===== src/rtl/serial_add_ctrl.sv =====
// serial_add_ctrl: bit-serial addition sequencer for an external 1-bit full adder.
// It captures two WIDTH-bit operands and a carry-in, then presents one bit pair per
// clock (LSB first) to the full adder and keeps the running carry in a flip-flop.
// It returns a registered sum/carry-out together with a one-cycle done pulse.
//
// Ports:
//   clk, rst_n        clock, asynchronous active-low reset
//   ena               clock enable; all state freezes while low
//   start             begin an addition (accepted in IDLE or DONE)
//   op_a, op_b, cin   operands and carry-in, captured on the accepted start edge
//   fa_a, fa_b, fa_cin  full adder inputs (0 outside RUN)
//   fa_sum, fa_cout   full adder outputs (combinational from fa_*)
//   busy              high while in RUN
//   done              one-cycle pulse when sum/cout become valid
//   sum, cout         registered result and final carry
module serial_add_ctrl #(
   parameter int unsigned WIDTH = 8
) (
   input  logic             clk,
   input  logic             rst_n,
   input  logic             ena,
   input  logic             start,
   input  logic [WIDTH-1:0] op_a,
   input  logic [WIDTH-1:0] op_b,
   input  logic             cin,
   output logic             fa_a,
   output logic             fa_b,
   output logic             fa_cin,
   input  logic             fa_sum,
   input  logic             fa_cout,
   output logic             busy,
   output logic             done,
   output logic [WIDTH-1:0] sum,
   output logic             cout
);

   localparam int unsigned CNT_W = (WIDTH > 1) ? $clog2(WIDTH) : 1;

   typedef enum logic [1:0] {
      S_IDLE = 2'd0,
      S_RUN  = 2'd1,
      S_DONE = 2'd2
   } state_t;

   state_t             r_state;
   state_t             w_state_nxt;

   logic [WIDTH-1:0]   r_a_sr,   w_a_sr_nxt;
   logic [WIDTH-1:0]   r_b_sr,   w_b_sr_nxt;
   logic [WIDTH-1:0]   r_s_sr,   w_s_sr_nxt;
   logic               r_carry,  w_carry_nxt;
   logic [CNT_W-1:0]   r_bit_cnt, w_bit_cnt_nxt;
   logic [WIDTH-1:0]   r_sum,    w_sum_nxt;
   logic               r_cout,   w_cout_nxt;
   logic               r_busy,   w_busy_nxt;
   logic               r_done,   w_done_nxt;

   // State register
   always_ff @(posedge clk or negedge rst_n) begin
      if (!rst_n) begin
         r_state <= S_IDLE;
      end else begin
         r_state <= w_state_nxt;
      end
   end

   // Next-state and datapath next values; everything holds unless ena is high
   always_comb begin
      w_state_nxt   = r_state;
      w_a_sr_nxt    = r_a_sr;
      w_b_sr_nxt    = r_b_sr;
      w_s_sr_nxt    = r_s_sr;
      w_carry_nxt   = r_carry;
      w_bit_cnt_nxt = r_bit_cnt;
      w_sum_nxt     = r_sum;
      w_cout_nxt    = r_cout;
      w_busy_nxt    = r_busy;
      w_done_nxt    = r_done;

      if (ena) begin
         case (r_state)
            S_IDLE, S_DONE: begin
               if (start) begin
                  w_a_sr_nxt    = op_a;
                  w_b_sr_nxt    = op_b;
                  w_carry_nxt   = cin;
                  w_bit_cnt_nxt = '0;
                  w_s_sr_nxt    = '0;
                  w_state_nxt   = S_RUN;
               end else begin
                  w_state_nxt   = S_IDLE;
               end
            end
            S_RUN: begin
               // Sum bits enter at the MSB so the LSB lands in bit 0 after WIDTH shifts
               w_s_sr_nxt    = {fa_sum, r_s_sr[WIDTH-1:1]};
               w_a_sr_nxt    = {1'b0, r_a_sr[WIDTH-1:1]};
               w_b_sr_nxt    = {1'b0, r_b_sr[WIDTH-1:1]};
               w_carry_nxt   = fa_cout;
               w_bit_cnt_nxt = r_bit_cnt + CNT_W'(1);
               if (r_bit_cnt == CNT_W'(WIDTH - 1)) begin
                  w_sum_nxt   = {fa_sum, r_s_sr[WIDTH-1:1]};
                  w_cout_nxt  = fa_cout;
                  w_state_nxt = S_DONE;
               end
            end
            default: begin
               w_state_nxt = S_IDLE;
            end
         endcase
         w_busy_nxt = (w_state_nxt == S_RUN);
         w_done_nxt = (w_state_nxt == S_DONE);
      end
   end

   // Datapath and output registers
   always_ff @(posedge clk or negedge rst_n) begin
      if (!rst_n) begin
         r_a_sr    <= '0;
         r_b_sr    <= '0;
         r_s_sr    <= '0;
         r_carry   <= 1'b0;
         r_bit_cnt <= '0;
         r_sum     <= '0;
         r_cout    <= 1'b0;
         r_busy    <= 1'b0;
         r_done    <= 1'b0;
      end else begin
         r_a_sr    <= w_a_sr_nxt;
         r_b_sr    <= w_b_sr_nxt;
         r_s_sr    <= w_s_sr_nxt;
         r_carry   <= w_carry_nxt;
         r_bit_cnt <= w_bit_cnt_nxt;
         r_sum     <= w_sum_nxt;
         r_cout    <= w_cout_nxt;
         r_busy    <= w_busy_nxt;
         r_done    <= w_done_nxt;
      end
   end

   // Full adder drive is gated by busy so the pins sit at 0 outside RUN
   assign fa_a   = r_busy & r_a_sr[0];
   assign fa_b   = r_busy & r_b_sr[0];
   assign fa_cin = r_busy & r_carry;

   assign busy = r_busy;
   assign done = r_done;
   assign sum  = r_sum;
   assign cout = r_cout;

endmodule


===== config.mk =====
export PLATFORM = sky130hd
export DESIGN_NAME = serial_add_ctrl
export DESIGN_NICKNAME = d
export VERILOG_FILES = /design/src/rtl/serial_add_ctrl.sv
export SDC_FILE = /design/constraint.sdc
export NUM_CORES = 1
export LEC_CHECK = 0
export ABC_AREA = 1
export BUFFER_PORTS_ARGS = -buffer_cell sky130_fd_sc_hd__buf_2
export CORE_MARGIN = 2
export CORE_UTILIZATION = 54
export CTS_CLUSTER_SIZE = 24
export DETAILED_ROUTE_END_ITERATION = 12
export PLACE_DENSITY_LB_ADDON = 0.25
export SLEW_MARGIN = 20
export SYNTH_ARGS = -nofsm -noshare
export SYNTH_HDL_FRONTEND = slang
export SYNTH_SLANG_ARGS = --single-unit

===== constraint.sdc =====
create_clock -name clk -period 1.4 [get_ports clk]
set_input_delay 0.07 -clock clk [delete_from_list [all_inputs] [get_ports clk]]
set_output_delay 0.07 -clock clk [all_outputs]
set_load 0.01 [all_outputs]

==> results.json <==
{
  "r2r_slack_ps": 90,
  "worst_pin_slew_ps": 490,
  "netlist_area_sq_um": 1930,
  "final_cell_mix": "nand2_1, nand3_1, dfrtp_1",
  "p_switching_w": 0.00132,
  "drt_iter0_markers": 83,
  "holdWs_ps": 17.4,
  "cp_max_fo": 6,
  "crit_required_ps": 1680,
  "synthSimpleGateAreaFrac": 0.387,
  "power_density_nw_per_um2": 1590,
  "endpoint_kind": "flop",
  "synth_nets": 262,
  "r2r-start": "r_state[0]$_DFFE_PN0P_",
  "synth_mux_area_frac": 0,
  "start_util": 0.570,
  "io_buffers": 36,
  "wl_microns": 4060,
  "total_power_w": 0.00355,
  "yosysTopAreaCell": "dfrtp_1",
  "wl_met2_microns": 1930,
  "grt_pass1_wl_microns": 7000,
  "ios": 37,
  "cts_sinks": 40,
  "drcViolationCount": 0,
  "synth_area_per_cell_sq_um": 8.15,
  "synth_cell_type_count": 15,
  "nets": 307,
  "firstDrtPassIters": 4,
  "highest_layer": "met4",
  "dr_wl_met3_microns": 218,
  "min_period_ps": 1310,
  "fin_skew_ps": 5.26,
  "die_y_microns": 63.8,
  "max_clock_freq_mhz": 765,
  "ant_nets": 0,
  "ys_ff_latch": 40,
  "clock_latency_ps": 330,
  "regArea_sq_um": 1000,
  "routed_via_density": 5.13,
  "hold_class": "in -> reg",
  "min-delay-start": "op_b[6]",
  "p_sw_frac": 0.372,
  "p_leak_nw": 1.34,
  "endpoint": "r_b_sr[7]$_DFFE_PN0P_",
  "intPower_w": 0.00223,
  "dpl_cell_area_sq_um": 2120,
  "ys_top_cells_by_area": "dfrtp_1, nand2_1, nand3_1, buf_6, nand3_2",
  "routedWlPerCell_microns": 12.4,
  "slew_viol_final": 0,
  "rows": 21,
  "p_clk_frac": 0.148,
  "status": "finished clean",
  "start_kind": "flop",
  "combPwrFrac": 0.343,
  "antenna_found_initial": 0,
  "crit_start": "r_state[0]$_DFFE_PN0P_",
  "setup_tns_ps": 0,
  "core_sq_um": 3390,
  "grt_max_degree": 41,
  "fp.dieW_microns": 63.8,
  "layout-drive-gt1-share": 0.227,
  "h-tree-depth": 2,
  "clk_pin_slew_ps": 110,
  "synth_top_family_by_area": "simple AND/OR/NAND/NOR gates",
  "irDropWorstVdd_mv": 0.848,
  "maxCapViolCount": 0,
  "setup_viol": 0,
  "rsz0062_at_grt": "no",
  "worstRegToRegCells": 4,
  "grt_pass1_vias": 1547,
  "hpwl_microns": 2760,
  "area_growth_pct": 15.5,
  "synthXorXnorAreaFrac": 0,
  "rr_endpoint": "r_b_sr[7]$_DFFE_PN0P_",
  "cts_made_buffers": 5,
  "crit_arrival_ps": 1590,
  "multi_input_area_sq_um": 785,
  "synth_compound_area_frac": 0.00259,
  "final_common_cell": "nand2_1",
  "die_area_sq_um": 4070,
  "synth_top_cell_area_share": 0.518,
  "antenna-diode-count": 0,
  "n_fill_cell": 308,
  "tritoncts": "done",
  "cts_max_path_buffers": 2,
  "final_hold_viol_count": 0,
  "fin_area_sq_um": 2230,
  "grt_util_all_layers": 0.220,
  "vias": 1681,
  "grt_overflow_total": 0,
  "synth-seq-area-share": 0.518,
  "synth_fa_ha_area_frac": 0.0130,
  "gp_congestion": 0.753,
  "syn_inst": 237,
  "timing.final.crit_share": 0.934,
  "seq_power_share": 0.509,
  "slew_headroom": 0.673,
  "yosys_warnings": 0,
  "path_class": "reg -> reg",
  "met1_length_microns": 1890,
  "cts_setup_buffers": 0,
  "cts-root-buf": "clkbuf_4"
}
[per-stage QoR]
| step | cells | setup slack [ps] | util |
|---|---|---|---|
| 6_report | 328 | 93.0 | 0.659 |
| 5_1_grt | 328 | 5.34 | 0.659 |
| 4_1_cts | 328 | 30.1 | 0.656 |
| 3_5_place_dp | 315 | 47.4 | 0.625 |
| 3_3_place_gp | 315 | 71.0 | 0.625 |
| 2_1_floorplan | 237 | 139 | - |
[cells in the mapped netlist (all sizes together)]
cell	count
inv	9
buf	13
ha	2
dfrtp	40
o21ai	1
nor2	2
or2	1
nand3	53
nand4	1
nand2	115
[worst min path at each step]
stage	end	cells past startpoint	slack, ps
floorplan	busy$_DFFE_PN0P_	0	-230
global placement	r_bit_cnt[0]$_DFFE_PN0P_	2	160
detailed placement	r_bit_cnt[0]$_DFFE_PN0P_	2	150
CTS	r_b_sr[0]$_DFFE_PN0P_	5	2
global route	r_b_sr[0]$_DFFE_PN0P_	5	20
finish	r_b_sr[6]$_DFFE_PN0P_	5	20
[worst max-delay path, cell delays in order (launching register included)]
cell and delay [ps]:
dfrtp_2 480, inv_2 90, nand4_1 60, dlygate4sd3_1 560
nand2_1 70
[sequential cells by signal, indices dropped and copies added, names as in the netlist]
name and count:
r_bit_cnt 3, done 1, r_b_sr 8, r_carry 1, busy 1, sum 8
r_s_sr 7, r_state 2, r_a_sr 8, cout 1
[routing by layer]
| metal | vias to the layer above | GRT usage |
|---|---|---|
| li1 | 842 | - |
| met1 | 787 | 0.299 |
| met2 | 50 | 0.359 |
| met3 | 2 | 0.0475 |
| met4 | 0 | 0.0598 |
| met5 | - | 0 |
[cell type report]
cell class / instances / area share
multi-input combinational: 175 / 0.351
clock buffer: 6 / 0.0185
tap: 46 / 0.0258
timing repair buffer: 51 / 0.138
clock inverter: 1 / 0.00224
inverter: 9 / 0.0151
sequential: 40 / 0.449
[kinds of logic after synthesis]
logic type,Yosys count
simple gates,172
flops,40
buf+inv,22
fa+ha+maj,2
compound gates,1
[repair_timing]
| item | CTS | global route |
|---|---|---|
| setup endpoints to repair | 0 | 24 |
| hold endpoints to repair | 45 | 0 |
| hold buffers | 6 | 0 |
| gates resized for setup | 0 | 3 |
[power by group through the flow]
stage               Clock (W)  Combinational, W  Sequential (W)
floorplan                   0          0.000918         0.00177
global placement            0           0.00117         0.00181
detailed placement          0           0.00121         0.00182
CTS                  0.000547           0.00123         0.00179
global route         0.000593           0.00141         0.00186
finish               0.000526           0.00122         0.00181
Power figures use the tool's default switching activity.
